`src/rtl/strassen_run_sequencer.sv`:
```
// strassen_run_sequencer
// Run controller for topStrassen. Walks a list of matrix-size modes, pulses
// start for each valid entry, waits for done (with a timeout), sums the
// valid C sub-block row-major and compares the sum against an expected
// checksum. Pass/fail/timeout status is kept until the next accepted go.
//
// Ports:
//   clk, reset      : rising-edge clock, asynchronous active-high reset
//   go              : one-cycle request to run the whole list (ignored while busy)
//   mode_list       : entry k at [4k+:4], run order k=0 first
//   exp_sum         : expected checksum for entry k at [CS_W*k+:CS_W]
//   dut_mode        : mode driven to topStrassen (holds between tests)
//   dut_start       : one-cycle start pulse
//   dut_done        : done from topStrassen
//   dut_c           : C bus, element (r,c) at [(r*N_MAX+c)*DATA_W+:DATA_W]
//   busy, all_done  : run in progress / one-cycle completion pulse
//   test_idx        : index of the current test
//   cur_sum         : last computed checksum
//   pass_cnt, fail_cnt, timeout_flag, first_fail_idx : run status
//   lat_max         : only with STRASSEN_SEQ_LAT_EN defined; largest
//                     START-to-accepted-done latency, saturating at 16 bits
//
// Optional feature macro: STRASSEN_SEQ_LAT_EN
module strassen_run_sequencer #(
  parameter int DATA_W      = 12,
  parameter int N_MAX       = 8,
  parameter int NUM_TESTS   = 3,
  parameter int TIMEOUT_CYC = 4096,
  parameter int GAP_CYC     = 2,
  parameter int CS_W        = DATA_W + 2 * $clog2(N_MAX)
) (
  input  logic                              clk,
  input  logic                              reset,
  input  logic                              go,
  input  logic [4*NUM_TESTS-1:0]            mode_list,
  input  logic [CS_W*NUM_TESTS-1:0]         exp_sum,
  output logic [3:0]                        dut_mode,
  output logic                              dut_start,
  input  logic                              dut_done,
  input  logic [N_MAX*N_MAX*DATA_W-1:0]     dut_c,
  output logic                              busy,
  output logic                              all_done,
  output logic [$clog2(NUM_TESTS+1)-1:0]    test_idx,
  output logic [CS_W-1:0]                   cur_sum,
  output logic [$clog2(NUM_TESTS+1)-1:0]    pass_cnt,
  output logic [$clog2(NUM_TESTS+1)-1:0]    fail_cnt,
  output logic                              timeout_flag,
  output logic [$clog2(NUM_TESTS+1)-1:0]    first_fail_idx
`ifdef STRASSEN_SEQ_LAT_EN
  ,
  output logic [15:0]                       lat_max
`endif
);

  localparam int IDX_W = $clog2(NUM_TESTS + 1);
  localparam int TO_W  = $clog2(TIMEOUT_CYC);
  localparam int GAP_W = $clog2(GAP_CYC + 1);
  localparam int EL_W  = $clog2(N_MAX * N_MAX);

  localparam logic [IDX_W-1:0] NO_FAIL  = IDX_W'(NUM_TESTS);
  localparam logic [IDX_W-1:0] LAST_IDX = IDX_W'(NUM_TESTS - 1);
  localparam logic [TO_W-1:0]  TO_LAST  = TO_W'(TIMEOUT_CYC - 1);
  localparam logic [GAP_W-1:0] GAP_LAST = GAP_W'(GAP_CYC - 1);

  typedef enum logic [2:0] {
    S_IDLE, S_LOAD, S_START, S_WAIT, S_SUM, S_CHECK, S_GAP, S_FINISH
  } state_t;

  state_t            state;
  logic              armed;
  logic [TO_W-1:0]   wait_cnt;
  logic [GAP_W-1:0]  gap_cnt;
  logic [3:0]        row;
  logic [3:0]        col;
  logic [CS_W-1:0]   sum;

  logic [3:0]        mode_arr [NUM_TESTS];
  logic [CS_W-1:0]   exp_arr  [NUM_TESTS];
  logic [DATA_W-1:0] c_arr    [N_MAX*N_MAX];

  logic [3:0]        cur_mode;
  logic              mode_ok;
  logic [EL_W-1:0]   elem_sel;

  for (genvar k = 0; k < NUM_TESTS; k++) begin : g_list
    assign mode_arr[k] = mode_list[4*k +: 4];
    assign exp_arr[k]  = exp_sum[CS_W*k +: CS_W];
  end

  for (genvar e = 0; e < N_MAX * N_MAX; e++) begin : g_cbus
    assign c_arr[e] = dut_c[e*DATA_W +: DATA_W];
  end

  // Only powers of two from 2 up to N_MAX are sizes topStrassen can run.
  assign cur_mode = mode_arr[test_idx];
  assign mode_ok  = (cur_mode >= 4'd2) && (int'(cur_mode) <= N_MAX) &&
                    ((cur_mode & (cur_mode - 4'd1)) == 4'd0);

  // Row-major walk over the valid sub-block of the full N_MAX-wide C bus.
  assign elem_sel = EL_W'(row) * EL_W'(N_MAX) + EL_W'(col);

`ifdef STRASSEN_SEQ_LAT_EN
  // The START cycle counts as cycle 0, so the latency at acceptance is the
  // number of WAIT cycles already spent plus one.
  logic [31:0] lat_now;
  logic [15:0] lat_cand;

  assign lat_now = 32'(wait_cnt) + 32'd1;

  always_comb begin
    lat_cand = lat_now[15:0];
    if (lat_now > 32'h0000_FFFF) lat_cand = 16'hFFFF;
  end
`endif

  // Main sequencer. All outputs are registered here; dut_start is high only
  // while in START, all_done only while in FINISH.
  always_ff @(posedge clk or posedge reset) begin
    if (reset) begin
      state          <= S_IDLE;
      dut_mode       <= '0;
      dut_start      <= 1'b0;
      busy           <= 1'b0;
      all_done       <= 1'b0;
      test_idx       <= '0;
      cur_sum        <= '0;
      pass_cnt       <= '0;
      fail_cnt       <= '0;
      timeout_flag   <= 1'b0;
      first_fail_idx <= NO_FAIL;
      armed          <= 1'b0;
      wait_cnt       <= '0;
      gap_cnt        <= '0;
      row            <= '0;
      col            <= '0;
      sum            <= '0;
`ifdef STRASSEN_SEQ_LAT_EN
      lat_max        <= '0;
`endif
    end else begin
      case (state)
        S_IDLE: begin
          if (go) begin
            pass_cnt       <= '0;
            fail_cnt       <= '0;
            timeout_flag   <= 1'b0;
            first_fail_idx <= NO_FAIL;
            test_idx       <= '0;
            busy           <= 1'b1;
`ifdef STRASSEN_SEQ_LAT_EN
            lat_max        <= '0;
`endif
            state          <= S_LOAD;
          end
        end

        S_LOAD: begin
          dut_mode <= cur_mode;
          if (mode_ok) begin
            dut_start <= 1'b1;
            state     <= S_START;
          end else begin
            // Unrunnable size: record a fail without ever starting the DUT.
            fail_cnt <= fail_cnt + IDX_W'(1);
            if (first_fail_idx == NO_FAIL) first_fail_idx <= test_idx;
            gap_cnt  <= '0;
            state    <= S_GAP;
          end
        end

        S_START: begin
          dut_start <= 1'b0;
          armed     <= 1'b0;
          wait_cnt  <= '0;
          state     <= S_WAIT;
        end

        S_WAIT: begin
          // Done must be seen low once before it is trusted, so a done left
          // high by the previous run cannot end this one.
          if (!dut_done) armed <= 1'b1;
          if (dut_done && armed) begin
            row   <= '0;
            col   <= '0;
            sum   <= '0;
            state <= S_SUM;
`ifdef STRASSEN_SEQ_LAT_EN
            if (lat_cand > lat_max) lat_max <= lat_cand;
`endif
          end else if (wait_cnt == TO_LAST) begin
            timeout_flag <= 1'b1;
            fail_cnt     <= fail_cnt + IDX_W'(1);
            if (first_fail_idx == NO_FAIL) first_fail_idx <= test_idx;
            gap_cnt      <= '0;
            state        <= S_GAP;
          end else begin
            wait_cnt <= wait_cnt + TO_W'(1);
          end
        end

        S_SUM: begin
          // C is sampled live; the DUT keeps it stable after done.
          sum <= sum + CS_W'(c_arr[elem_sel]);
          if (col == dut_mode - 4'd1) begin
            col <= '0;
            if (row == dut_mode - 4'd1) state <= S_CHECK;
            else                        row   <= row + 4'd1;
          end else begin
            col <= col + 4'd1;
          end
        end

        S_CHECK: begin
          cur_sum <= sum;
          if (sum == exp_arr[test_idx]) begin
            pass_cnt <= pass_cnt + IDX_W'(1);
          end else begin
            fail_cnt <= fail_cnt + IDX_W'(1);
            if (first_fail_idx == NO_FAIL) first_fail_idx <= test_idx;
          end
          gap_cnt <= '0;
          state   <= S_GAP;
        end

        S_GAP: begin
          if (gap_cnt == GAP_LAST) begin
            if (test_idx == LAST_IDX) begin
              all_done <= 1'b1;
              busy     <= 1'b0;
              state    <= S_FINISH;
            end else begin
              test_idx <= test_idx + IDX_W'(1);
              state    <= S_LOAD;
            end
          end else begin
            gap_cnt <= gap_cnt + GAP_W'(1);
          end
        end

        S_FINISH: begin
          all_done <= 1'b0;
          state    <= S_IDLE;
        end

        default: state <= S_IDLE;
      endcase
    end
  end

endmodule

```
`config.mk`:
```
export PLATFORM = sky130hd
export DESIGN_NAME = strassen_run_sequencer
export DESIGN_NICKNAME = d
export VERILOG_FILES = /design/src/rtl/strassen_run_sequencer.sv
export SDC_FILE = /design/constraint.sdc
export NUM_CORES = 1
export LEC_CHECK = 0
export CELL_PAD_IN_SITES_DETAIL_PLACEMENT = 0
export CELL_PAD_IN_SITES_GLOBAL_PLACEMENT = 1
export CORE_AREA = 2 2 341 343
export DETAILED_ROUTE_END_ITERATION = 16
export DIE_AREA = 0 0 343 345
export PLACE_DENSITY = 0.41
export SLEW_MARGIN = 20
export SYNTH_ARGS = -nofsm -noshare
export SYNTH_HDL_FRONTEND = slang
export SYNTH_SLANG_ARGS = --single-unit
```
`constraint.sdc`:
```
create_clock -name clk -period 7.05 [get_ports clk]
set_input_delay 1.0575 -clock clk [delete_from_list [all_inputs] [get_ports clk]]
set_output_delay 1.0575 -clock clk [all_outputs]
set_load 0.01 [all_outputs]
```
== Word level (Yosys, flattened, before mapping) ==
Cells that the tools add are included.
Word-level totals
  bits in registers: 78
  latch bits: 0
  bits in writable memories: 0
  memory bits (read-only): 0
  output and inout bits: 34
  logic and storage cells: 161
  memories: 0
Cells by class
  $add $sub $neg: 11
  $mul: 0
  divide/modulo/power cells: 0
  order comparisons: 4
  equal/unequal tests: 32
  shifts and indexed selects: 0
  mux-type cells: 67
  bitwise operators: 3
  reductions and logical operators: 27
Operator list (count)
  $bmux W12 S6: 1
  $mux W18: 3
  $mux W12: 4
  $bmux W18 S2: 1
  $mux W2: 18
  $pmux W18 S2: 1
  $ne A2 B2 Y1 const B: 17
  $mux W3: 8
  $mux W4: 6
  $pmux W12 S2: 1
  $pmux W2 S4: 3
  $pmux W3 S8: 1
  $add A18 B12 Y18: 1
  $eq A18 B18 Y1: 1
  $pmux W4 S2: 2
  $reduce_and A4 Y1: 4
  $reduce_bool A2 Y1: 7
  $add A12 B1 Y12 const B: 1
  $eq A12 B12 Y1 const B: 1
  $eq A3 B3 Y1 const B: 4
  $mux W1: 10
  $pmux W1 S2: 5
  $reduce_and A5 Y1: 2
  $reduce_and A3 Y1: 3
  25 further kinds: 39

== Logic depth before layout (Yosys ltp) ==
  depth after elaboration: 10
  gate-level depth with buffers: 20
  depth with buffers taken out: 17

== Worst setup path after synthesis ==
Ideal clock, no wire load.
  kind: reg2reg
  from: register col[0]
  to: register sum[8]
  arrival: 3.829 ns
  required time: 6.928 ns
  slack: 3.099 ns
  stages on the path, launching flop included: 21
  buffers on the path: 4
  period minus slack after synthesis: 3.951 ns
  cell sequence: dfrtp_1 > buf_2 > buf_2 > buf_2 > buf_2 > mux2i_1 > o221ai_1 > o21ai_0 > a211oi_1 > o21ai_0 > o21ai_0 > ha_1 > inv_1 > fa_1 > nor2b_1 > o21ai_0 > a21oi_1 > o21ai_0 > a211oi_1 > o21ai_0 > a32o_1
Between the ends
  word-level cells in the longest chain between the ends: 7
Ends and longest elaborated chain
  from (decl): RTL line 74  | logic [3:0] col;
  from (signal assigned): RTL line 209  | col <= col + 4'd1;
  $add A6 B4 Y6: RTL line 100  | assign elem_sel = EL_W'(row) * EL_W'(N_MAX) + EL_W'(col);
  $not A6 Y7 (implied by the code): RTL line 203  | sum <= sum + CS_W'(c_arr[elem_sel]);
  $bmux W12 S6: RTL line 203
  $mux W12 (implied by the code) (2 in a row): RTL line 203
  $add A18 B12 Y18: RTL line 203
  $pmux W18 S2: RTL line 141  | case (state)
  to (signal assigned): RTL line 203
  to (decl): RTL line 75  | logic [CS_W-1:0] sum;
Every way passes these cells. The select of a mux whose other input is x is not followed.
A chain may end at the register's enable or synchronous reset.

== Final worst setup path ==
  from: register col[0]
  to: register sum[14]
The elaborated chain is that of the path after synthesis.

==> Flow_metrics.wiki <==
{| class="wikitable"
! Metric !! Value
|-
| Outcome || finished, final reports clean
|-
| Detailed-route vias per instance || 4.06
|-
| RSZ-0062 raised after global routing || no
|-
| Site Rows || 125
|-
| Crit share post-route || 0.734
|-
| Total wire length after detailed routing || 102000 um
|-
| Final worst setup slack || 1880 ps
|-
| Antenna viol nets, final || 0
|-
| Non-Filler Instances || 3502
|-
| Critical-path maximum fanout || 65
|-
| Leakage || 7.89 nW
|-
| Number of enable flip-flop cells after synthesis || 0
|-
| Core area || 115000 um^2
|-
| Gate count after technology mapping || 1172
|-
| Crit path required time || 7250 ps
|-
| Initial standard-cell utilization of the core || 0.0999
|-
| Commonest cells after routing, fill and taps aside || 871 x sky130_fd_sc_hd__clkdlybuf4s50_1, 195 x sky130_fd_sc_hd__mux2i_1, 112 x sky130_fd_sc_hd__o221ai_1
|-
| Highest attainable clock frequency || 193 MHz
|-
| Max-slew headroom || 0.250
|-
| First-pass GRT wire length || 133000 um
|-
| Startpoint type of the worst setup path || register
|-
| Clk sinks || 78
|-
| Mapped Area || 11500 um^2
|-
| Clk_lat worst skew || 340 ps
|-
| Pre-Repair DR Iteration Count || 5
|-
| Worst-margin pin slew || 1090 ps
|-
| Count of synthesis-stage warnings from yosys || 0
|-
| FF+latch count, synth || 78
|-
| Cell-internal power || 3.73 mW
|-
| Fraction of layout instances using a drive strength above 1 || 0.0957
|-
| Finished layout cell area || 22300 um^2
|-
| Average wire per standard cell || 29.0 um
|-
| Library cell occupying the most area in the post-synthesis netlist || sky130_fd_sc_hd__mux4_2
|-
| Top cells by area, synth || sky130_fd_sc_hd__mux4_2 21%, sky130_fd_sc_hd__mux2i_1 17%, sky130_fd_sc_hd__dfrtp_1 17%
|-
| Cell Count Post-Placement || 3482
|-
| Share of flip-flops with an asynchronous set or reset after synthesis || 1.00
|-
| Worst setup EP type || register
|-
| Placed inst area || 22000 um^2
|-
| Number of distinct standard cells referenced by the synthesized netlist || 64
|-
| PwrDens || 357 nW/um^2
|-
| IR drop worst, VDD || 0.258 mV
|-
| Maximum number of pins on one net before global-route repair || 113
|-
| Average footprint of a synthesized cell || 9.82 um^2
|-
| Area Overhead vs Synth || 93.9%
|-
| Post-cts gate resize count || 0
|-
| Detailed-route via count || 14.2k
|-
| Clk network pwr share || 0.067
|-
| Die outline width || 343 um
|-
| Number of setup violations in the final report || 0
|-
| DIE AREA || 118000 um^2
|-
| DRC violation count after routing || 0
|-
| Total count of max-transition violations in the final report || 0
|-
| Commonest non-fill, non-tap cell in the layout || sky130_fd_sc_hd__clkdlybuf4s50_1
|-
| Worst Hold Slack || 479 ps
|-
| Area share of the largest cell type after synthesis || 0.211
|-
| Final #Nets || 2828
|-
| Number of DRC markers after the initial detailed-route iteration || 815
|-
| Post-route total power || 7.96 mW
|-
| Type of the most critical hold path || reg2reg
|-
| Initial antenna violation count || 36
|-
| Largest stage delay, worst path || 600 ps
|-
| Root Buffer Master || sky130_fd_sc_hd__clkbuf_16
|-
| Classification of the worst setup path || reg2reg
|-
| Worst EP arrival || 5370 ps
|-
| Share of the core filled with cells in the final layout || 0.194
|-
| Worst-path clk slew || 60 ps
|-
| Number of clock buffers inserted by TritonCTS || 9
|-
| Hold-fix buffers, CTS || 0
|-
| Switching share of power || 0.531
|-
| Buffers added on ports || 871
|-
| Cell chain of the critical path || buf_12, buf_4, mux2i_1, o221ai_1, o22ai_1, a211oi_1, o21ai_0, o21ai_0, ha_1, inv_1, fa_1, nor2b_1, o21ai_0, a21oi_1, o221ai_1, a21oi_1, o21ai_0, mux2i_1
|-
| Placement-stage worst setup slack || 1690 ps
|-
| Most frequent cell on the critical path || sky130_fd_sc_hd__o21ai_0
|-
| Worst clock skew || 9.10 ps
|-
| Post-detailed-placement half-perimeter wirelength || 88700 um
|-
| Max clock buf depth || 2
|-
| Final-layout setup total negative slack || 0 ps
|-
| Master of the slowest instance on the critical path || sky130_fd_sc_hd__dfrtp_4
|-
| Relative contribution of sequential cells to total power || 0.123
|-
| Most used DFF post-synth || sky130_fd_sc_hd__dfrtp_1
|-
| Number of I/O pins || 872
|-
| Gr ovfl total || 0
|-
| Comb pwr share || 0.809
|-
| Vias in the first global route || 14.8k
|-
| Final hold violation count || 0
|-
| Mapped Nets || 2031
|-
| Number of violations of the max-capacitance limit || 0
|-
| TritonCTS clock tree || built
|-
| Final period demand of the worst path || 5170 ps
|-
| Buffer count from post-CTS setup fixing || 0
|-
| Final GP Congestion || 0.936
|-
| Vertical die dimension || 345 um
|-
| Switching pwr || 4.23 mW
|-
| Sequential cell area fraction in the yosys report || 0.170
|-
| GR Util All Layers || 0.164
|-
| CTS H-Tree Depth || 3
|}
-- cell type report --
type                            count  area [um^2]
Timing Repair Buffer              898         8980
Multi-Input combinational cell    963         9040
Inverter                           19         71.3
Antenna cell                        4         10.0
Fill cell                       12700        92800
Tap cell                         1524         1910
Clock inverter                      4         95.1
Sequential cell                    78         1970
Clock buffer                       12          236
-- cells by family after synthesis --
family | Yosys count | synth area share
mux | 325 | 0.403
fa+ha+maj | 21 | 0.0235
flops | 78 | 0.170
xor+xnor | 39 | 0.0321
simple gates | 232 | 0.107
compound gates | 346 | 0.215
buf+inv | 131 | 0.0495
-- power by group through the flow --
stage	clock network [mW]	registers, mW	logic (mW)
finish	0.536	0.982	6.44
global route	0.577	1.03	7.01
CTS	0.557	0.998	6.67
detailed placement	0	1.01	6.64
global placement	0	1.00	6.63
floorplan	0	0.791	3.93
-- sequential cells by signal (all words and copies together), names as in the netlist, 2 cells and up --
name	cells
col	4
cur_sum	18
dut_mode	4
fail_cnt	2
first_fail_idx	2
gap_cnt	2
pass_cnt	2
row	4
state	3
sum	18
test_idx	2
wait_cnt	12
-- worst max-delay path: cells and delay by family, from the launching register on --
family / cells / cell delay [ps]
AO/OA/AOI/OAI: 10 / 2310
flip-flops: 1 / 600
multiplexers: 2 / 270
AND/OR/NAND/NOR: 1 / 120
buffers and inverters: 3 / 920
adder cells (fa/ha/maj): 2 / 640
-- synth_stat cells (20+ instances only) --
master                       n
sky130_fd_sc_hd__mux2i_1   195
sky130_fd_sc_hd__nand2_1    51
sky130_fd_sc_hd__nand2b_1   21
sky130_fd_sc_hd__nand3_1    43
sky130_fd_sc_hd__o21ai_0    95
sky130_fd_sc_hd__clkbuf_1   61
sky130_fd_sc_hd__mux2_2     21
sky130_fd_sc_hd__a211oi_1   31
sky130_fd_sc_hd__mux4_2    108
sky130_fd_sc_hd__a21oi_1    27
sky130_fd_sc_hd__ha_1       20
sky130_fd_sc_hd__o221ai_1  112
sky130_fd_sc_hd__buf_2      37
sky130_fd_sc_hd__dfrtp_1    76
sky130_fd_sc_hd__nor2_1     38
-- worst paths after layout --
kind | start | end | slack (ps) | cells past startpoint
max | col[0] | sum[14] | 1880 | 18
max in group asynchronous | reset | col[2] | 4700 | 3
max reg2reg | col[0] | sum[14] | 1880 | 18
min | first_fail_idx[0] | first_fail_idx[0] | 480 | 2
min reg2reg | first_fail_idx[0] | first_fail_idx[0] | 480 | 2
min in group asynchronous | reset | pass_cnt[1] | 1000 | 2
-- per-layer routing --
layer,track usage,part of all wire,vias up
met4,0.0187,0.011,14
met5,0,0.00086,-
met2,0.301,0.52,605
met1,0.207,0.42,7121
met3,0.0226,0.052,60
li1,-,-,6415
Note: power is estimated with default switching activity, not from simulation.
